==> src/rtl/ssd_scan_driver_if.sv <==
// Register-bank load/write bus for the seven-segment scan driver.
// The master side drives bulk loads and single-digit writes; the driver is the slave.
interface ssd_scan_driver_if #(
    parameter int unsigned NUM_DIGITS = 8,
    parameter int unsigned AW         = 3
);
    logic                    ld_en;
    logic [4*NUM_DIGITS-1:0] ld_value;
    logic [NUM_DIGITS-1:0]   ld_dp;
    logic                    wr_en;
    logic [AW-1:0]           wr_addr;
    logic [3:0]              wr_data;
    logic                    wr_dp;

    modport master (
        output ld_en, ld_value, ld_dp,
        output wr_en, wr_addr, wr_data, wr_dp
    );

    modport slave (
        input ld_en, ld_value, ld_dp,
        input wr_en, wr_addr, wr_data, wr_dp
    );
endinterface

==> src/rtl/ssd_scan_driver.sv <==
// N-digit seven-segment multiplex driver: value/DP bank, timed scan with guard
// interval, blanking, blinking and leading-zero suppression; outputs active-low.
module ssd_scan_driver #(
    parameter int unsigned NUM_DIGITS     = 8,
    parameter int unsigned SCAN_DIV_BITS  = 18,
    parameter int unsigned BLINK_DIV_BITS = 25,
    parameter int unsigned AW             = 3
) (
    input  logic                  board_clk,
    input  logic                  Reset,
    ssd_scan_driver_if.slave      bus,
    input  logic [NUM_DIGITS-1:0] blank_mask,
    input  logic [NUM_DIGITS-1:0] blink_mask,
    input  logic                  lz_en,
    output logic [NUM_DIGITS-1:0] an,
    output logic [6:0]            seg,
    output logic                  dp,
    output logic [AW-1:0]         digit_idx,
    output logic                  frame_done
);
    localparam int unsigned GUARD_BITS = 4;

    logic [SCAN_DIV_BITS-1:0]  slot_cnt;
    logic [BLINK_DIV_BITS-1:0] blink_cnt;
    logic [3:0]                val_q [NUM_DIGITS];
    logic [NUM_DIGITS-1:0]     dp_q;

    logic                  slot_end_c;
    logic                  guard_c;
    logic                  blink_off_c;
    logic                  visible_c;
    logic                  all_zero_c;
    logic [NUM_DIGITS-1:0] supp_c;
    logic [3:0]            cur_val_c;
    logic                  cur_dp_c;
    logic                  cur_blank_c;
    logic                  cur_blink_c;
    logic                  cur_supp_c;

    function automatic logic [6:0] hex_to_seg(input logic [3:0] v);
        case (v)
            4'h0:    hex_to_seg = 7'b0000001;
            4'h1:    hex_to_seg = 7'b1001111;
            4'h2:    hex_to_seg = 7'b0010010;
            4'h3:    hex_to_seg = 7'b0000110;
            4'h4:    hex_to_seg = 7'b1001100;
            4'h5:    hex_to_seg = 7'b0100100;
            4'h6:    hex_to_seg = 7'b0100000;
            4'h7:    hex_to_seg = 7'b0001111;
            4'h8:    hex_to_seg = 7'b0000000;
            4'h9:    hex_to_seg = 7'b0000100;
            4'hA:    hex_to_seg = 7'b0001000;
            4'hB:    hex_to_seg = 7'b1100000;
            4'hC:    hex_to_seg = 7'b0110001;
            4'hD:    hex_to_seg = 7'b1000010;
            4'hE:    hex_to_seg = 7'b0110000;
            default: hex_to_seg = 7'b0111000;
        endcase
    endfunction

    // Register bank: bulk load wins; out-of-range single writes match no digit.
    always_ff @(posedge board_clk or posedge Reset) begin
        if (Reset) begin
            for (int i = 0; i < int'(NUM_DIGITS); i++) val_q[i] <= 4'd0;
            dp_q <= '0;
        end else if (bus.ld_en) begin
            for (int i = 0; i < int'(NUM_DIGITS); i++) val_q[i] <= bus.ld_value[4*i +: 4];
            dp_q <= bus.ld_dp;
        end else if (bus.wr_en) begin
            for (int i = 0; i < int'(NUM_DIGITS); i++) begin
                if (bus.wr_addr == AW'(i)) begin
                    val_q[i] <= bus.wr_data;
                    dp_q[i]  <= bus.wr_dp;
                end
            end
        end
    end

    // Selection of the scanned digit and its visibility.
    always_comb begin
        supp_c      = '0;
        all_zero_c  = 1'b1;
        cur_val_c   = 4'd0;
        cur_dp_c    = 1'b0;
        cur_blank_c = 1'b0;
        cur_blink_c = 1'b0;
        cur_supp_c  = 1'b0;

        // A digit is a leading zero when it and every digit above it are zero.
        for (int k = int'(NUM_DIGITS) - 1; k >= 0; k--) begin
            all_zero_c = all_zero_c && (val_q[k] == 4'd0);
            supp_c[k]  = lz_en && all_zero_c && (k != 0);
        end

        for (int i = 0; i < int'(NUM_DIGITS); i++) begin
            if (digit_idx == AW'(i)) begin
                cur_val_c   = val_q[i];
                cur_dp_c    = dp_q[i];
                cur_blank_c = blank_mask[i];
                cur_blink_c = blink_mask[i];
                cur_supp_c  = supp_c[i];
            end
        end

        slot_end_c  = &slot_cnt;
        guard_c     = (slot_cnt[SCAN_DIV_BITS-1 -: GUARD_BITS] == GUARD_BITS'(0));
        blink_off_c = blink_cnt[BLINK_DIV_BITS-1];
        visible_c   = !guard_c && !cur_blank_c && !(cur_blink_c && blink_off_c) && !cur_supp_c;
    end

    // Timebase, digit sequencing and registered display outputs.
    always_ff @(posedge board_clk or posedge Reset) begin
        if (Reset) begin
            slot_cnt   <= '0;
            blink_cnt  <= '0;
            digit_idx  <= '0;
            frame_done <= 1'b0;
            an         <= '1;
            seg        <= 7'h7F;
            dp         <= 1'b1;
        end else begin
            slot_cnt   <= slot_cnt + SCAN_DIV_BITS'(1);
            blink_cnt  <= blink_cnt + BLINK_DIV_BITS'(1);
            frame_done <= 1'b0;
            if (slot_end_c) begin
                if (digit_idx == AW'(NUM_DIGITS - 1)) begin
                    digit_idx  <= '0;
                    frame_done <= 1'b1;
                end else begin
                    digit_idx <= digit_idx + AW'(1);
                end
            end
            if (visible_c) begin
                an  <= ~(NUM_DIGITS'(1) << digit_idx);
                seg <= hex_to_seg(cur_val_c);
                dp  <= ~cur_dp_c;
            end else begin
                an  <= '1;
                seg <= 7'h7F;
                dp  <= 1'b1;
            end
        end
    end
endmodule

==> src/flat_wrapper.sv <==
// flat-port wrapper written by rule: the top's interface ports become plain ports
module ssd_scan_driver_flat 
#(
    parameter int unsigned NUM_DIGITS     = 8,
    parameter int unsigned SCAN_DIV_BITS  = 18,
    parameter int unsigned BLINK_DIV_BITS = 25,
    parameter int unsigned AW             = 3
)
  (board_clk, Reset, blank_mask, blink_mask, lz_en, an, seg, dp, digit_idx, frame_done, bus_ld_en, bus_ld_value, bus_ld_dp, bus_wr_en, bus_wr_addr, bus_wr_data, bus_wr_dp);
  ssd_scan_driver_if #(.NUM_DIGITS(NUM_DIGITS), .AW(AW)) bus_i ();
  input  logic board_clk;
  input  logic Reset;
  input  logic [NUM_DIGITS-1:0] blank_mask;
  input  logic [NUM_DIGITS-1:0] blink_mask;
  input  logic lz_en;
  output logic [NUM_DIGITS-1:0] an;
  output logic [6:0] seg;
  output logic dp;
  output logic [AW-1:0] digit_idx;
  output logic frame_done;
  input wire logic [$bits(bus_i.ld_en)-1:0] bus_ld_en;
  input wire logic [$bits(bus_i.ld_value)-1:0] bus_ld_value;
  input wire logic [$bits(bus_i.ld_dp)-1:0] bus_ld_dp;
  input wire logic [$bits(bus_i.wr_en)-1:0] bus_wr_en;
  input wire logic [$bits(bus_i.wr_addr)-1:0] bus_wr_addr;
  input wire logic [$bits(bus_i.wr_data)-1:0] bus_wr_data;
  input wire logic [$bits(bus_i.wr_dp)-1:0] bus_wr_dp;
  assign bus_i.ld_en = bus_ld_en;
  assign bus_i.ld_value = bus_ld_value;
  assign bus_i.ld_dp = bus_ld_dp;
  assign bus_i.wr_en = bus_wr_en;
  assign bus_i.wr_addr = bus_wr_addr;
  assign bus_i.wr_data = bus_wr_data;
  assign bus_i.wr_dp = bus_wr_dp;
  ssd_scan_driver #(.NUM_DIGITS(NUM_DIGITS), .SCAN_DIV_BITS(SCAN_DIV_BITS), .BLINK_DIV_BITS(BLINK_DIV_BITS), .AW(AW)) u_core (.board_clk(board_clk), .Reset(Reset), .bus(bus_i), .blank_mask(blank_mask), .blink_mask(blink_mask), .lz_en(lz_en), .an(an), .seg(seg), .dp(dp), .digit_idx(digit_idx), .frame_done(frame_done));
endmodule
==> config.mk <==
export PLATFORM = sky130hd
export DESIGN_NAME = ssd_scan_driver_flat
export DESIGN_NICKNAME = d
export VERILOG_FILES = /design/src/rtl/ssd_scan_driver_if.sv /design/src/rtl/ssd_scan_driver.sv /design/src/flat_wrapper.sv
export SDC_FILE = /design/constraint.sdc
export NUM_CORES = 1
export LEC_CHECK = 0
export BUFFER_PORTS_ARGS = -buffer_cell sky130_fd_sc_hd__buf_4
export CAP_MARGIN = 10
export CORE_UTILIZATION = 48
export CTS_CLUSTER_SIZE = 8
export DETAILED_ROUTE_END_ITERATION = 16
export PLACE_DENSITY = 0.68
export SYNTH_ARGS = -nofsm -noshare
export SYNTH_HDL_FRONTEND = slang
export SYNTH_SLANG_ARGS = --single-unit
==> constraint.sdc <==
create_clock -name board_clk -period 3.9 [get_ports board_clk]
set_clock_uncertainty 0.2 [all_clocks]
set_input_delay 0 -clock board_clk [delete_from_list [all_inputs] [get_ports board_clk]]
set_output_delay 0 -clock board_clk [all_outputs]
set_load 0.05 [all_outputs]
Yosys cells after proc, flatten, opt, wreduce, memory -nomap -nowiden
Memory sizes are Yosys's and may differ from the RTL's. Cells that the tools add are included.

Output and inout bits: 20. Memories kept: 1. Bits of input ports: 69. Register bits: 103. Word-level logic and storage cells: 158. ROM bits: 112. Latch bits: 0. RAM bits: 0.

Eq/ne operators: 14. Add/sub/neg operators: 3. Div/mod/pow operators: 0. Multiplexer cells: 65. $lt $le $gt $ge: 0. Reductions and logical operators: 49. Bitwise gates (word level): 2. $mul: 0. Shift-type cells: 1.

Memory list: (no name shown) (words 16, bits a word 7, read ports 1, clocked after Yosys merged registers in 0, wr ports 0, line ssd_scan_driver.sv:41) `case (v)`.

Operator list (number): 2-to-1 mux 32 bit (2); 2-to-1 mux 4 bit (16); 2-to-1 mux 1 bit (42); zero test 4 bit (8); adder 25 x 1 -> 25 bit (second input constant) (1); == test 3 bit (second input constant) (8); 2-to-1 mux 8 bit (3); adder 18 x 1 -> 18 bit (second input constant) (1); AND reduction 18 bit (1); nonzero test 2 bit (9); logical AND 1 bit (17); AND reduction 2 bit (8); == test 3 x 2 -> 1 bit (second input constant) (4); NOT 8 bit (1); << shifter 1 x 3 -> 8 bit (first input constant) (1); 2-to-1 mux 7 bit (1); == test 3 x 1 -> 1 bit (second input constant) (2); zero test 3 bit (2); zero test 1 bit (4); adder 3 x 1 -> 3 bit (second input constant) (1); 2-to-1 mux 3 bit (1); NOT 1 bit (1).

Longest topological paths before layout
Depth in word-level cells: 18. Depth in mapped cells: 14.

Least setup slack after synthesis
OpenSTA, ideal clock, no wires.

Kind: reg2reg. From: register u_core.digit_idx[2]. To: register u_core.seg[3]. Data required time: 3621 ps. Arrival time: 2930 ps. Cell stages (with the launch flop): 13. Clock period less this slack: 3208 ps. Library setup time: 79 ps. Buffers on the path: 1. Setup slack: 692 ps. Cell sequence: dfrtp_1 > inv_1 > clkbuf_1 > ha_1 > or2_2 > a221oi_1 > o22a_1 > o2bb2ai_1 > inv_1 > ha_1 > a21bo_2 > and3b_1 > o21ai_0.

Longest elaborated chain between the ends: 14.

RTL lines: from (decl) (line ssd_scan_driver.sv:18) `output logic [AW-1:0] digit_idx,`; from (signal assigned) (line ssd_scan_driver.sv:130) `digit_idx <= digit_idx + AW'(1);`; branches (longest 13 deep; another with memory read (16 x 7 bit)); 2-to-1 mux 7 bit (*) (line ssd_scan_driver.sv:133) `if (visible_c) begin`; to (signal assigned) (line ssd_scan_driver.sv:135) `seg <= hex_to_seg(cur_val_c);`; to (decl) (line ssd_scan_driver.sv:16) `output logic [6:0] seg,`.

Mark *: on every way between the ends. A chain may end at the register's enable or synchronous reset.

Worst setup path after layout
From: register u_core.digit_idx[2]. To: register u_core.seg[4].

The elaborated chain is that of the path after synthesis.

==> flow_metrics.env <==
export IMPL_root_buffer="clkbuf_8"
export IMPL_synth_edff_count=0
export IMPL_cts_tree="built"
export IMPL_drv_cap=0
export IMPL_synth_mux_area_frac=0.0861
export IMPL_grt_pass1_wl_mm=24.5
export IMPL_synthCells=556
export IMPL_final_cell_mix="dlygate4sd3_1 (121), buf_4 (94), nand2_1 (90)"
export IMPL_path_class="register to register"
export IMPL_r2r_start="u_core.digit_idx[2]$_DFFE_PP0P_"
export IMPL_layout_commonest_cell="dlygate4sd3_1"
export IMPL_cts_sinks=103
export IMPL_period_share=0.874
export IMPL_outcome="finished clean"
export IMPL_critPathCaptureType="register"
export IMPL_yosysWarnings=0
export IMPL_post_cts_resized=0
export IMPL_io_buffers=88
export IMPL_synth_seq_cells=103
export IMPL_grt_max_degree=81
export IMPL_avgViaCountPerCell=5.47
export IMPL_dp_hpwl_mm=9.48
export IMPL_via_count=4887
export IMPL_clk_latency_ns=0.39
export IMPL_rsz0062_at_grt="no"
export IMPL_met3WireLength_um=736
export IMPL_yosysUniqueCellTypes=53
export IMPL_design_die_area_mm2=0.0116
export IMPL_yosysSeqAreaShare=0.483
export IMPL_antenna_found_initial=0
export IMPL_area_growth_pct=40.2
export IMPL_hold_viol_final=0
export IMPL_highest_layer="met4"
export IMPL_die_x_um=108
export IMPL_synth_simple_area_share=0.174
export IMPL_post_route_drc_count=0
export IMPL_clock_path_buffers=2
export IMPL_setup_violations_final=0
export IMPL_final_layout_size_suffix_gt1_frac=0.179
export IMPL_wl_per_cell_um=16.7
export IMPL_synth_compound_area_frac=0.125
export IMPL_synth_top_family_by_area="simple AND/OR/NAND/NOR gates"
export IMPL_ys_async_sr_fraction=1.00
export IMPL_slew_violations=0
export IMPL_wl_met1_mm=6.57
export IMPL_dr_wl_met2_mm=7.27
export IMPL_slew_limit_headroom=0.262
export IMPL_synth_xor_area_frac=0.0635
export IMPL_tns_ns=0
export IMPL_vdd_drop_max_mv=0.260
export IMPL_fin_nets=830
export IMPL_min_period_ns=3.41
export IMPL_syn_area_per_cell_um2=9.67
export IMPL_cts_made_buffers=9
export IMPL_rr_worst_depth=9
export IMPL_dr_pass1_iters=6
export IMPL_die_y_um=108
export IMPL_path_max_fanout=15
export IMPL_fin_area_mm2=0.00754
export IMPL_start_util=0.494
export IMPL_overflow=0
export IMPL_coreArea_mm2=0.0109
export IMPL_grt_pass1_vias=4865
export IMPL_ys_dominant_reg_cell="dfrtp_1"
export IMPL_hold_ws_ns=0.141
export IMPL_num_io_pins=89
export IMPL_cp_start_kind="register"
export IMPL_ant_nets=0
export IMPL_grt_total_usage=0.277
export IMPL_yosys_area_share_adder=0.0302
export IMPL_row_count=38
export IMPL_required_ns=3.98
export IMPL_powerDensity_mw_per_mm2=293
export IMPL_cts_reportedPaths_clkPinSlew_ns=0.10
export IMPL_worstPathArrival_ns=3.49
export IMPL_finalWeightedCongestion=0.877
export IMPL_power_total_mw=2.21
export IMPL_n_fill_cell=817
export IMPL_synthesis_nets=638
export IMPL_min_path_type="input port to asynchronous set/reset pin"
export IMPL_drt_initial_drc_count=390
export IMPL_leakagePower_nw=3.38
export IMPL_diodes=0
export IMPL_h_tree_depth=3
export IMPL_syn_cell_area_mm2=0.00538
export IMPL_r2r_end="u_core.seg[4]$_DFF_PP1_"
export IMPL_regToRegSetupSlack_ns=0.49
export IMPL_placed_area_mm2=0.00612
export IMPL_tightest_slew_ns=1.10
export IMPL_routed_wirelength_mm=15.0
export IMPL_fmaxAchievable_mhz=293
-- per-layer routing --
layer / up-vias / GRT usage
met1: 2365 / 0.357
met5: - / 0
met4: 0 / 0.0969
met3: 34 / 0.0630
li1: 2322 / -
met2: 166 / 0.455
-- cell type report --
type | instances | area (µm²) | share of cell area
clock inverter | 6 | 67.6 | 0.00896
tap | 140 | 175 | 0.0232
multi-input combinational | 402 | 2580 | 0.342
sequential | 103 | 2600 | 0.345
clock buffer | 10 | 138 | 0.0183
inverter | 17 | 66.3 | 0.00880
timing repair buffer | 215 | 1920 | 0.254
-- report_power, final --
part	switching [mW]	leakage (nW)	total, mW	internal, mW
clock network	0.382	0.105	0.701	0.319
logic	0.151	1.99	0.359	0.208
registers	0.0430	1.28	1.15	1.11
total	0.577	3.38	2.21	1.63
-- registers in the layout, summed over array words and instances, names as in the netlist --
| signal | count |
|---|---|
| u_core.val_q | 32 |
| u_core.blink_cnt | 25 |
| u_core.slot_cnt | 18 |
| u_core.an | 8 |
| u_core.dp_q | 8 |
| u_core.seg | 7 |
| u_core.digit_idx | 3 |
| u_core.dp | 1 |
| u_core.frame_done | 1 |
-- how the worst max path moves through the flow --
stage	startpoint	endpoint	slack (ns)
after detailed placement	u_core.digit_idx[1]$_DFFE_PP0P_	u_core.seg[0]$_DFF_PP1_	0.69
after CTS	u_core.digit_idx[2]$_DFFE_PP0P_	u_core.seg[4]$_DFF_PP1_	0.50
final	u_core.digit_idx[2]$_DFFE_PP0P_	u_core.seg[4]$_DFF_PP1_	0.49
after floorplan	u_core.digit_idx[2]$_DFFE_PP0P_	u_core.seg[3]$_DFF_PP1_	0.69
after global routing	u_core.digit_idx[2]$_DFFE_PP0P_	u_core.seg[4]$_DFF_PP1_	0.22
after global placement	u_core.digit_idx[0]$_DFFE_PP0P_	u_core.seg[3]$_DFF_PP1_	0.82
-- cells in the mapped netlist, types with 2 or more instances --
master / n / area share
nand4b_1: 4 / 0.0065
nor2_1: 17 / 0.012
nand4_1: 4 / 0.0047
inv_1: 17 / 0.012
mux2i_1: 44 / 0.082
mux2_2: 2 / 0.0042
dfrtp_1: 87 / 0.40
o221ai_1: 4 / 0.0065
nand3_1: 32 / 0.030
o21ai_0: 58 / 0.054
xnor2_1: 26 / 0.042
nor2b_1: 6 / 0.0070
nand3b_1: 5 / 0.0070
o211ai_1: 5 / 0.0070
dfstp_2: 16 / 0.078
xor2_1: 13 / 0.021
and4_1: 6 / 0.0098
o41ai_1: 2 / 0.0033
o2bb2ai_1: 2 / 0.0033
ha_1: 13 / 0.030
nor3_1: 4 / 0.0037
a21oi_1: 20 / 0.019
and3_1: 4 / 0.0047
a221oi_1: 2 / 0.0033
o22ai_1: 2 / 0.0023
nor4_1: 6 / 0.0070
nand2_1: 90 / 0.063
nor3b_1: 4 / 0.0056
nand2b_1: 3 / 0.0035
a311o_1: 2 / 0.0037
buf_2: 2 / 0.0019
or2_2: 4 / 0.0047
clkbuf_1: 30 / 0.021
-- logic make-up (layout without fill, tap and decap cells) --
logic type | Yosys count | count (layout)
flip-flops | 103 | 103
buffers and inverters | 51 | 248
XOR/XNOR | 39 | 39
adder cells (fa/ha/maj) | 13 | 13
multiplexers | 46 | 46
AND/OR/NAND/NOR | 193 | 193
AO/OA/AOI/OAI | 111 | 111
-- critical path, cell delays in order (launching register included) --
cell and delay (ns):
dfrtp_1 0.45, buf_4 0.23, ha_1 0.39, inv_1 0.31
a211oi_1 0.25, dlygate4sd3_1 0.58, nand2_1 0.08, a21oi_1 0.15
a41o_1 0.43, o221ai_1 0.23
-- repair_timing --
item / in CTS / in global routing
hold endpoints to repair: 95 / 0
hold buffers: 121 / 0
setup buffers: 0 / 0
-- through the flow --
| step | util | instances | setup WS (ns) |
|---|---|---|---|
| finish | 0.692 | 893 | 0.492 |
| global route | 0.692 | 893 | 0.216 |
| CTS | 0.692 | 893 | 0.504 |
| detailed placement | 0.562 | 756 | 0.691 |
| global placement | 0.562 | 756 | 0.816 |
| floorplan | - | 556 | 0.692 |
No activity file was read; power rests on OpenSTA's default activity.
